<file path="src/rtl/bcd_gray_arbiter.sv">
// Two-requester round-robin front end for one registered BCD-to-Gray stage.
// A transaction is IDLE -> LOAD -> RESP; done pulses in RESP with gray/err valid.
module bcd_gray_arbiter #(
    parameter int CNT_W = 8
) (
    input  logic             clk,
    input  logic             rst,
    input  logic             req0,
    input  logic [3:0]       bcd0,
    input  logic             req1,
    input  logic [3:0]       bcd1,
    output logic             gnt0,
    output logic             gnt1,
    output logic             done0,
    output logic             done1,
    output logic [3:0]       gray,
    output logic             err,
    output logic             busy,
    output logic [CNT_W-1:0] conv_count
);

    typedef enum logic [1:0] {IDLE, LOAD, RESP} state_t;

    state_t             state_q, state_d;
    logic               sel_q, sel_d;   // requester owning the current transaction
    logic               ptr_q, ptr_d;   // last-served requester
    logic [3:0]         opnd_q, opnd_d;
    logic [3:0]         gray_q, gray_d;
    logic               err_q, err_d;
    logic [CNT_W-1:0]   cnt_q, cnt_d;
    logic               pick;

    always_ff @(posedge clk) begin
        if (rst) begin
            state_q <= IDLE;
            sel_q   <= 1'b0;
            ptr_q   <= 1'b1;
            opnd_q  <= 4'd0;
            gray_q  <= 4'd0;
            err_q   <= 1'b0;
            cnt_q   <= '0;
        end else begin
            state_q <= state_d;
            sel_q   <= sel_d;
            ptr_q   <= ptr_d;
            opnd_q  <= opnd_d;
            gray_q  <= gray_d;
            err_q   <= err_d;
            cnt_q   <= cnt_d;
        end
    end

    always_comb begin
        state_d = state_q;
        sel_d   = sel_q;
        ptr_d   = ptr_q;
        opnd_d  = opnd_q;
        gray_d  = gray_q;
        err_d   = err_q;
        cnt_d   = cnt_q;
        // On a tie the requester that was not served last wins.
        pick    = (req0 && req1) ? ~ptr_q : req1;
        case (state_q)
            IDLE: begin
                if (req0 || req1) begin
                    sel_d   = pick;
                    opnd_d  = pick ? bcd1 : bcd0;
                    state_d = LOAD;
                end
            end
            LOAD: begin
                if (opnd_q <= 4'd9) begin
                    gray_d = opnd_q ^ (opnd_q >> 1);
                    err_d  = 1'b0;
                end else begin
                    gray_d = 4'd0;
                    err_d  = 1'b1;
                end
                state_d = RESP;
            end
            RESP: begin
                ptr_d = sel_q;
                if (!err_q)
                    cnt_d = cnt_q + CNT_W'(1);
                state_d = IDLE;
            end
            default: state_d = IDLE;
        endcase
    end

    assign busy       = (state_q != IDLE);
    assign gnt0       = busy & ~sel_q;
    assign gnt1       = busy & sel_q;
    assign done0      = (state_q == RESP) & ~sel_q;
    assign done1      = (state_q == RESP) & sel_q;
    assign gray       = gray_q;
    assign err        = err_q;
    assign conv_count = cnt_q;

endmodule

</file>
<file path="config.mk">
export PLATFORM = sky130hd
export DESIGN_NAME = bcd_gray_arbiter
export DESIGN_NICKNAME = d
export VERILOG_FILES = /design/src/rtl/bcd_gray_arbiter.sv
export SDC_FILE = /design/constraint.sdc
export NUM_CORES = 1
export LEC_CHECK = 0
export BUFFER_PORTS_ARGS = -buffer_cell sky130_fd_sc_hd__buf_2
export CAP_MARGIN = 30
export CORE_UTILIZATION = 50
export CTS_BUF_LIST = sky130_fd_sc_hd__clkbuf_4 sky130_fd_sc_hd__clkbuf_8
export CTS_CLUSTER_DIAMETER = 60
export CTS_CLUSTER_SIZE = 14
export DETAILED_ROUTE_END_ITERATION = 6
export PLACE_DENSITY_LB_ADDON = 0.15
export SYNTH_ARGS = -nofsm -noshare
export SYNTH_HDL_FRONTEND = slang
export SYNTH_SLANG_ARGS = --single-unit
</file>
<file path="constraint.sdc">
create_clock -name clk -period 1.8 [get_ports clk]
set_input_delay 0.18 -clock clk [delete_from_list [all_inputs] [get_ports clk]]
set_output_delay 0.18 -clock clk [all_outputs]
set_load 0.01 [all_outputs]
</file>
Word level (Yosys, flattened, before mapping)
Cells that the tools add are included.
{"block": "word_totals", "output_inout_bits": 18, "register_bits": 21, "input_bits": 12, "elab_cells": 32}
{"block": "classes", "add_sub_neg": 1, "n_lt_le_gt_ge": 1, "n_mux": 6, "eq_ne": 3, "n_reduce_logical": 6, "bitwise_logic": 8}
{"op": "8-bit by 1-bit adder with 8-bit output, second input constant", "count": 1}
{"op": "4-bit two-way mux", "count": 2}
{"op": "1-bit bitwise AND", "count": 4}
{"op": "4-bit <= comparator, second input constant", "count": 1}
{"op": "2-bit one-hot mux with 2 select lines", "count": 1}
{"op": "2-bit AND reduction", "count": 2}
{"op": "4-bit by 3-bit bitwise XOR with 4-bit output", "count": 1}
{"op": "1-bit inverter", "count": 3}
{"op": "2-bit by 1-bit == test with 1-bit output, second input constant", "count": 1}
{"op": "2-bit == test, second input constant", "count": 1}
{"op": "2-bit logical NOT", "count": 1}
{"op": "1-bit two-way mux", "count": 2}
{"op": "2-bit two-way mux", "count": 1}
{"op": "2-bit inequality test, second input constant", "count": 1}
{"op": "2-bit nonzero test", "count": 1}
{"op": "1-bit logical AND", "count": 1}
{"op": "1-bit logical OR", "count": 1}

Logic depth before layout (Yosys ltp)
Gate-level depths: netlist (run 1).
{"block": "depth", "word_depth": 3, "ltp_mapped": 6, "ltp_nobuf": 6}

Least setup slack after synthesis (run 1)
Ideal clock, no wire load.
{"block": "synth_path", "path_type": "reg-to-reg", "from": "register opnd_q[2]", "to": "register err_q, in the netlist err", "stages_incl_launch_ff": 7, "slack_ns": 0.442, "arrival_time_ns": 1.230, "synth_period_minus_slack_ns": 1.358, "path_buffers": 0, "required_time_ns": 1.672, "setup_ns": 0.128, "path_cell_list": "dfxtp_1 > inv_1 > ha_1 > nor2b_1 > o21ai_0 > o21a_1 > nor2_1"}
{"block": "synth_via", "elab_chain_cells": 2}
{"item": "from (decl)", "line_no": "27", "text": "logic [3:0] opnd_q, opnd_d;"}
{"item": "from (signal assigned)", "line_no": "46", "text": "opnd_q <= opnd_d;"}
{"item": "4-bit <= comparator", "line_no": "72", "text": "if (opnd_q <= 4'd9) begin"}
{"item": "1-bit two-way mux", "line_no": "72"}
{"item": "to (signal assigned)", "line_no": "48", "text": "err_q <= err_d;"}
{"item": "to (decl)", "line_no": "29", "text": "logic err_q, err_d;"}
Every way passes these cells.
A chain may end at the register's enable or synchronous reset.

Worst setup path after layout (run 1)
{"block": "layout_path", "from": "register opnd_q[2]", "to": "register gray_q[0], in the netlist gray[0]"}
{"block": "layout_via", "elab_chain_cells": 2}
{"item": "4-bit <= comparator", "line_no": "72"}
{"item": "4-bit two-way mux", "line_no": "72"}
{"item": "to (signal assigned)", "line_no": "47", "text": "gray_q <= gray_d;"}
{"item": "to (decl)", "line_no": "28", "text": "logic [3:0] gray_q, gray_d;"}
Every way passes these cells.

==> summary.md, run 1 <==
| Metric | Value |
|---|---|
| Largest net degree at the start of global routing | 22 |
| Worst Hold Class | primary input to flip-flop |
| Most instantiated cells after synthesis | nor2_1, dfxtp_1, xor2_1, nand2_1 |
| Status | finished, final reports clean |
| Total CTS buffers | 3 |
| Antenna cells | 0 |
| Final wirelength | roughly 1700 um |
| Crit Path Max Fanout | 5 |
| Worst path arrival time | 1.79 ns |
| Clock skew | 0.00300 ns |
| Die X | approximately 46 um |
| Max cap viols | 0 |
| Dpl hpwl | 1360 um |
| Busiest grt layer | met2 |
| Tot GR Track Use | around a fifth |
| GR Overflow Total | 0 |
| Unrepaired setup endpoints after global routing | no |
| First-pass GRT wire length | roughly 3000 um |
| Hold-fix buffers, CTS | 0 |
| Crit path time final | between 1.5 and 2 ns |
| Area leader, netlist | dfxtp_1 |
| Least-Margin Pin Slew | between 0.4 and 0.5 ns |
| Die H | approximately 46 um |
| Crit. End Element | flip-flop |
| Worst Path Required | 2.03 ns |
| Final setup violation count | 0 |
| Sequential-to-total area share from yosys stat | 43.9% |
| Final Max Slew Viols | 0 |
| Max H-tree Level | 1 |
| Dpl ws | approximately 0.26 ns |
| Synthesized area | 958 um2 |
| I/O Buffers | 29 |
| Leak Pwr | roughly 0.53 nW |
| Max Root-Sink Buffers | 2 |
| Die area | roughly 2100 um2 |
| CP bufs+invs | 1 |
| Max rail drop VDD | approximately 0.46 mV |
| Fmax | ~0.64 GHz |
| #FFs+latches synth | 21 |
| Area grow syn2layout | 20.1% |
| PostCTS Resize Cnt | 0 |
| Fin area | roughly 1200 um2 |
| Post-synth EDFFs | 0 |
| Syn nets | around 120 |
| Crit start category | flip-flop |
| Share of cells above drive strength 1 | between 20% and 30% |
| # nets final | about 150 |
| CTS tree | yes |
| Met2 Use GR | about a third |
| Async set-reset flop share out of synthesis | 0% |
| Vias in the first global route | a little over 700 |
| Routed WL per cell | about 11 um |
| Syn Area/Cell | 9.04 um2 |
| Ports | 30 |
| Post-CTS Repair Setup Buffers | 0 |
| Unique masters post-synth | 24 |
| Row count | 15 |
| Clk_lat worst skew | about 0.29 ns |
| PwrDens | roughly 770 nW/um2 |
| Finished Core Util | about 65% |
| Post-DP Area | 1120 um2 |
| Post-route DRC violation count | 0 |
| Layout fillers | between 150 and 200 |
| Root buffer cell | clkbuf_4 |
| Worst-path cell with the longest stage delay | dfxtp_1 |
| Core area | ~1800 um2 |
| Via density | approximately 5 |
| Met1 usage in global routing | between 20% and 30% |
| Ranking of synthesized cells by area | dfxtp_1, nor2_1, ha_1 |
| Post-DRT Antenna Nets | 0 |
| Initial antenna violation count | 0 |
| Max_slew headroom | between 60 and 70% |
| Clock Pin Slew Worst Setup and Hold Paths | roughly 0.11 ns |
| Gpl congestion | 0.784 |
| DR pass1 iterations | 6 |
| Setup ws final | 0.240 ns |
| Final setup TNS | 0 ns |
| Worst path top cell family by delay | compound AO/OA/AOI/OAI gates |
| Multi-input combinational cell area | a little over 500 um2 |
| Via count | 805 |
| Starting Density | between 50% and 60% |
| Crit-path max cell delay | roughly 0.40 ns |
| Met3 Usage GRT | 4.76% |
| Post-synth top area share | roughly 44% |
| Cells after Synth | between 100 and 150 |
| Sink Count | 21 |
| Count leader, synth | nor2_1 |
| Warning count from the yosys run | 0 |
| Fin. Hold Viols | 0 |
| Primary FF master, synth | dfxtp_1 |
| Part of the cycle the worst path needs | just under 90% |
| Sequential cell area | approximately 420 um2 |
| CP cell instances | inv_1 > ha_1 > nor2b_1 > o21ai_0 > nand3_1 > a21oi_1 |
| Type of the worst setup path | flip-flop to flip-flop |
| Initial DRC count | 10 |
layout by cell type (no fill, tap or decap), types with 3 or more instances in the layout:
master / n
a211oi_1: 4
a21oi_1: 3
buf_2: 29
clkbuf_4: 3
dfxtp_1: 21
ha_1: 5
inv_1: 5
mux2i_1: 5
nand2_1: 6
nand3_1: 4
nand4_1: 4
nor2_1: 23
xor2_1: 7
where the power goes:
group          switching (mW)  internal (mW)
registers              0.0244          0.490
clock network           0.135         0.0826
logic                  0.0824         0.0675
total                   0.242          0.640
registers in the layout, summed over array words and instances (netlist names):
name and count:
conv_count 8, gray 4, opnd_q 4, state_q 2, err 1, ptr_q 1
sel_q 1
routing by layer:
metal / vias to the layer above / share of wire (%)
met3: 2 / 4.6
li1: 418 / -
met5: - / 0
met4: 0 / 0.69
met1: 363 / 47
met2: 22 / 48
kinds of logic after synthesis:
kind of cell / synth area share (%)
AO/OA/AOI/OAI: 11.7
flip-flops: 43.9
XOR/XNOR: 7.31
multiplexers: 5.22
buffers and inverters: 3.13
adder cells (fa/ha/maj): 6.53
AND/OR/NAND/NOR: 22.2
layout make-up:
| cell class | instances | share of cell area [%] |
|---|---|---|
| tap | 25 | 2.72 |
| clock inverter | 1 | 0.435 |
| sequential | 21 | 36.5 |
| inverter | 5 | 1.63 |
| multi-input combinational | 77 | 44.1 |
| timing repair buffer | 29 | 12.6 |
| clock buffer | 3 | 1.96 |
tightest hold or removal path: stages:
cell and delay [ns]:
buf_2 0.09, mux2i_1 0.11, a211oi_1 0.08
metrics by stage:
stage | total power [mW] | hold WS (ns) | cells
floorplan | 0.626 | 0.274 | 106
detailed placement | 0.676 | 0.446 | 157
global route | 0.941 | 0.215 | 161
CTS | 0.893 | 0.199 | 161
finish | 0.882 | 0.203 | 161
global placement | 0.671 | 0.441 | 157
worst paths after layout:
path | endpoint | slack [ns] | startpoint | cells past startpoint
worst max-delay path | gray[0] | 0.24 | opnd_q[2] | 6
worst min-delay path | opnd_q[1] | 0.20 | bcd0[1] | 3
worst max register to register | gray[0] | 0.24 | opnd_q[2] | 6
worst min register to register | gray[3] | 0.46 | gray[3] | 2
Power figures use the tool's default switching activity.
==> run 2: changes to the inputs <==
- PLACE_DENSITY: default -> 0.85
- PLACE_DENSITY_LB_ADDON: 0.15 -> default
- SETUP_SLACK_MARGIN: default -> 0.5
==> summary.md, run 2 (synthesis gave the netlist of run 1 again) <==
| Metric | Value |
|---|---|
| Status | finished, final reports clean |
| Tot GR Track Use | between 20% and 30% |
| Fin area | roughly 1300 um2 |
| Unrepaired setup endpoints after global routing | yes |
| Die H | ~46 um |
| Fmax | slightly below 0.8 GHz |
| Dpl hpwl | about 1300 um |
| Hold WS | roughly 0.19 ns |
| CTS tree | yes |
| CP cell instances | nand2b_4 > nor2_2 > buf_2 |
| Area grow syn2layout | 33.6% |
| Initial antenna violation count | 0 |
| Dpl ws | between 0.4 and 0.5 ns |
| Setup ws final | 0.521 ns |
| Hold-fix buffers, CTS | 0 |
| Crit-path max cell delay | about 0.38 ns |
| Final Max Slew Viols | 0 |
| Max FFs per register | 8 |
| Via density | around 5.1 |
| Worst R2R Start | opnd_q[1] |
| Routed WL per cell | between 10 and 15 um |
| Crit path time final | roughly 1.3 ns |
| Sink Count | 21 |
| Starting Density | 54.3% |
| Worst path arrival time | approximately 1.1 ns |
| Gpl congestion | approximately 0.73 |
| Core area | approximately 1800 um2 |
| Placed cells | 157 |
| Commonest non-fill, non-tap cell in the layout | buf_2 |
| Vias in the first global route | 708 |
| Hold path depth | 3 |
| Worst setup path start | state_q[0] |
| Ports | 30 |
| DR pass1 iterations | 4 |
| Layout fillers | approximately 150 |
| Least-Margin Pin Slew | approximately 0.38 ns |
| Total CTS buffers | 3 |
| Worst Hold End | opnd_q[1] |
| PwrDens | 754 nW/um2 |
| Final setup TNS | 0 ns |
| R2R depth | 7 |
| Worst Path Required | about 1.6 ns |
| Largest net degree at the start of global routing | 22 |
| Initial DRC count | 24 |
| Type of the worst setup path | flip-flop to output port |
| Post-DP Area | about 1100 um2 |
| # nets final | between 150 and 200 |
| Die X | roughly 46 um |
| Max cap viols | 0 |
| Clock skew | 0.00271 ns |
| Worst Hold Class | primary input to flip-flop |
| Worst path top cell family by delay | flip-flops |
| CP bufs+invs | 1 |
| GR Overflow Total | 0 |
| Crit start category | flip-flop |
| Max Root-Sink Buffers | 2 |
| Max rail drop VDD | between 0.5 and 0.6 mV |
| Antenna cells | 0 |
| Worst-path cell with the longest stage delay | dfxtp_2 |
| Post-route DRC violation count | 0 |
| Fin. Hold Viols | 0 |
| Crit. End Element | output port |
| Max_slew headroom | 75.0% |
| Post-DRT Antenna Nets | 0 |
| Die area | 2100 um2 |
| Via count | ~860 |
| Worst reg-to-reg setup slack | around 0.52 ns |
| Crit Path Max Fanout | 5 |
| Clk_lat worst skew | around 0.30 ns |
| Share of cells above drive strength 1 | 40.6% |
| First-pass GRT wire length | a little over 3000 um |
| Part of the cycle the worst path needs | between 70% and 80% |
| Root buffer cell | clkbuf_4 |
| Worst Hold Launch | bcd0[1] |
| Row count | 15 |
| Final setup violation count | 0 |
| Max H-tree Level | 1 |
| Final wirelength | 2050 um |
| R2r endpoint | err |
| Clock Pin Slew Worst Setup and Hold Paths | about 0.12 ns |
| Leak Pwr | between 0.5 and 0.6 nW |
| Fin cells | 168 |
| Most frequent cells in the layout | buf_2, nor2_1, dfxtp_1, xor2_1, nand2_1 |
| I/O Buffers | 29 |
-- run 2: changes by cell type in the layout (fill, tap and decap cells not counted), sizes merged --
cell    before  now
buf         29   36
clkbuf       3    4
clkinv       1    0
-- run 2: where the power goes --
group / leakage [nW] / internal [mW] / switching, mW
combinational: 0.392 / 0.101 / 0.102
clock: 0.0184 / 0.101 / 0.140
sequential: 0.173 / 0.493 / 0.0291
-- run 2: through the flow --
| step | utilization, % | power, mW |
|---|---|---|
| final | 72.6 | 0.965 |
| after global routing | 72.6 | 1.01 |
| after CTS | 67.7 | 0.920 |
| after detailed placement | 63.7 | 0.676 |
| after global placement | 63.7 | 0.669 |
| after floorplan | - | 0.627 |
-- run 2: area by class of cell --
class                      count  area (um2)  area share [%]
clock buffer                   4        30.0            2.35
inverter                       5        18.8            1.47
multi-input combinational     77         564            44.1
sequential                    21         430            33.6
tap                           25        31.3            2.44
timing repair buffer          36         205            16.0
-- run 2: how the worst max path moves through the flow --
stage,end,slack (ns),cells past startpoint
after floorplan,err,0.55,6
after global placement,err,0.51,6
after detailed placement,err,0.41,6
after CTS,done1,0.51,3
after global routing,done1,0.46,3
final,done1,0.52,3
-- run 2: what timing repair did --
action / 4_1_cts / 5_1_grt
resized for setup: 6 / 16
pin swaps: 1 / 3
setup endpoints to repair: 10 / 13
setup buffers: 3 / 4
-- run 2: worst reg2reg max path, cell delays in order, from the launching register on --
cell and delay (ns):
dfxtp_2 0.37, inv_1 0.07, ha_2 0.18, nor2b_4 0.13, o21ai_4 0.08, buf_6 0.12, o21a_1 0.17, nor2_1 0.09
-- run 2: metal layers --
layer | part of all wire, % | vias up | global-route usage (%)
li1 | - | 439 | -
met1 | 46 | 390 | 26.9
met2 | 48 | 27 | 33.7
met3 | 5.6 | 2 | 4.76
met4 | 0.68 | 0 | 8.82
met5 | 0 | - | 0
==> run 3: changes to the inputs <==
- ABC_AREA: default -> 1
- CORE_UTILIZATION: 50 -> 47
- PLACE_DENSITY: 0.85 -> 0.83
- clock period: 1.8 -> 1.1 ns (I/O delays scaled with it)
==> summary.md, run 3 <==
| Metric | Value |
|---|---|
| Status | finished, violations left |
| Failing checks | negative setup slack |
| Type of the worst setup path | flip-flop to flip-flop |
| Largest net degree at the start of global routing | 13 |
| Routed WL per cell | between 15 and 20 um |
| Post-DRT Antenna Nets | 0 |
| Layout fillers | a little over 80 |
| Fmax | slightly below 0.8 GHz |
| Syn Area/Cell | approximately 6.7 um2 |
| Unique masters post-synth | 11 |
| Met2 routed WL | 2250 um |
| Final setup violation count | 24 |
| Final wirelength | roughly 4400 um |
| Core area | just over 2000 um2 |
| Finished Core Util | roughly nine tenths |
| Crit start category | flip-flop |
| Cells after Synth | 157 |
| Syn nets | between 150 and 200 |
| Crit. End Element | flip-flop |
| Sequential-to-total area share from yosys stat | between 40 and 50% |
| Root buffer cell | clkbuf_4 |
| Post-synth EDFFs | 0 |
| Max rail drop VDD | approximately 1.1 mV |
| Starting Density | around half |
| Gpl congestion | 0.816 |
| DR WL met3 | 255 um |
| DR pass1 iterations | 4 |
| I/O Buffers | 29 |
| Area leader, netlist | dfxtp_1 |
| Clock skew | roughly 0.012 ns |
| Max cap viols | 0 |
| Ranking of synthesized cells by area | dfxtp_1, nand2_1, inv_1 |
| Tot GR Track Use | approximately a third |
| Least-Margin Pin Slew | roughly 0.42 ns |
| Die area | between 2000 and 2500 um2 |
| Ports | 30 |
| Primary FF master, synth | dfxtp_1 |
| Warning count from the yosys run | 0 |
| Most instantiated cells after synthesis | nand2_1, inv_1, dfxtp_1, nor2_1, nand3_1 |
| Unrepaired setup endpoints after global routing | yes |
| Vias in the first global route | 1281 |
| Initial antenna violation count | 0 |
| Worst path arrival time | approximately 1.5 ns |
| Clk_lat worst skew | approximately 0.33 ns |
| Worst Hold Class | primary input to flip-flop |
| Post-route DRC violation count | 0 |
| Max_slew headroom | a little under three quarters |
| #FFs+latches synth | 21 |
| Met1 Wirelength | 1690 um |
| PwrDens | just over 1000 nW/um2 |
| Async set-reset flop share out of synthesis | 0% |
| Sink Count | 21 |
| First-pass GRT wire length | about 5800 um |
| Crit Path Max Fanout | 4 |
| Part of the cycle the worst path needs | 118% |
| Dpl hpwl | 1950 um |
| Top sig layer | met4 |
| Max FFs per register | 8 |
| Worst Path Required | ~1.3 ns |
| Total CTS buffers | 3 |
| Initial DRC count | between 60 and 70 |
| Hold-fix buffers, CTS | 0 |
| Commonest non-fill, non-tap cell in the layout | nand2_1 |
| # nets final | 231 |
| Count leader, synth | nand2_1 |
| Clock Pin Slew Worst Setup and Hold Paths | between 0.1 and 0.15 ns |
| Crit path time final | 1.30 ns |
| Max Root-Sink Buffers | 2 |
| Via count | approximately 1400 |
| Leak Pwr | around 0.85 nW |
| Row count | 16 |
| Antenna cells | 0 |
| GR Overflow Total | 0 |
| Post-synth top area share | between 40% and 50% |
| CTS tree | yes |
| Most frequent cells in the layout | nand2_1, buf_6, inv_1, buf_4, dfxtp_2 |
| Power after layout | approximately 1.9 mW |
| Max H-tree Level | 1 |
| Die X | 49.1 um |
| Via density | approximately 5.6 |
| Setup ws final | -0.195 ns |
| Die H | 49.1 um |
| Share of cells above drive strength 1 | between 60% and 70% |
| Fin. Hold Viols | 0 |
| Final Max Slew Viols | 0 |
| Synthesized area | between 1000 and 1500 um2 |
| Area grow syn2layout | 76.8% |
run 3: logic make-up (layout without fill, tap and decap cells):
group / after synthesis / after routing / synth area share, %
simple gates: 72 / 73 / 29.3
flops: 21 / 21 / 40.2
buf+inv: 34 / 89 / 12.5
compound gates: 25 / 25 / 12.0
fa+ha+maj: 5 / 5 / 5.99
run 3: critical path, cell delays in order, from the launching register on:
cell	delay (ns)
dfxtp_2	0.36
inv_4	0.08
buf_4	0.11
buf_6	0.10
nand3_4	0.10
nor2_4	0.16
nand3_1	0.12
nand2_1	0.11
nor2_2	0.05
run 3: report_power, final:
group | internal, mW | switching [mW] | total [mW]
Clock | 0.167 | 0.269 | 0.436
Combinational | 0.253 | 0.308 | 0.561
Sequential | 0.801 | 0.0605 | 0.862
run 3: final timing paths:
path,from,endpoint,slack [ns],depth (start not counted)
hold / removal,bcd0[3],opnd_q[3],0.01,3
setup reg to reg,state_q[0],conv_count[5],-0.20,8
hold reg to reg,gray[3],gray[3],0.49,2
setup / recovery,state_q[0],conv_count[5],-0.20,8
run 3: per-stage QoR:
stage / setup TNS [ns] / instance area [um2] / hold slack, ns / std cells / setup slack, ns
3_5_place_dp: 0 / 1360 / 0.368 / 212 / 0.0274
5_1_grt: -3.85 / 1850 / 0.00720 / 240 / -0.266
6_report: -2.83 / 1850 / 0.0116 / 240 / -0.195
4_1_cts: -0.719 / 1730 / 0.0393 / 234 / -0.118
3_3_place_gp: 0 / 1360 / 0.360 / 212 / 0.0895
2_1_floorplan: 0 / 1180 / 0.249 / 157 / 0.139
run 3: final cells by class:
cell class	instances	area, um2	area share (%)
Multi-Input combinational cell	103	723	39.2
Timing Repair Buffer	53	464	25.1
Sequential cell	21	463	25.1
Inverter	32	133	7.18
Tap cell	27	33.8	1.83
Clock buffer	4	30.0	1.63
run 3: per-layer routing:
metal	GRT usage, %	vias to the layer above
met2	57.1	85
met3	7.17	30
li1	-	599
met1	32.8	640
met4	20.1	0
met5	0	-
run 3: timing repair:
| action | in CTS | in global routing |
|---|---|---|
| gates resized for setup | 53 | 23 |
| buffers inserted | 17 | 6 |
| endpoints found under the setup margin | 39 | 39 |
| cloned | 1 | 0 |
| pin swaps | 18 | 15 |
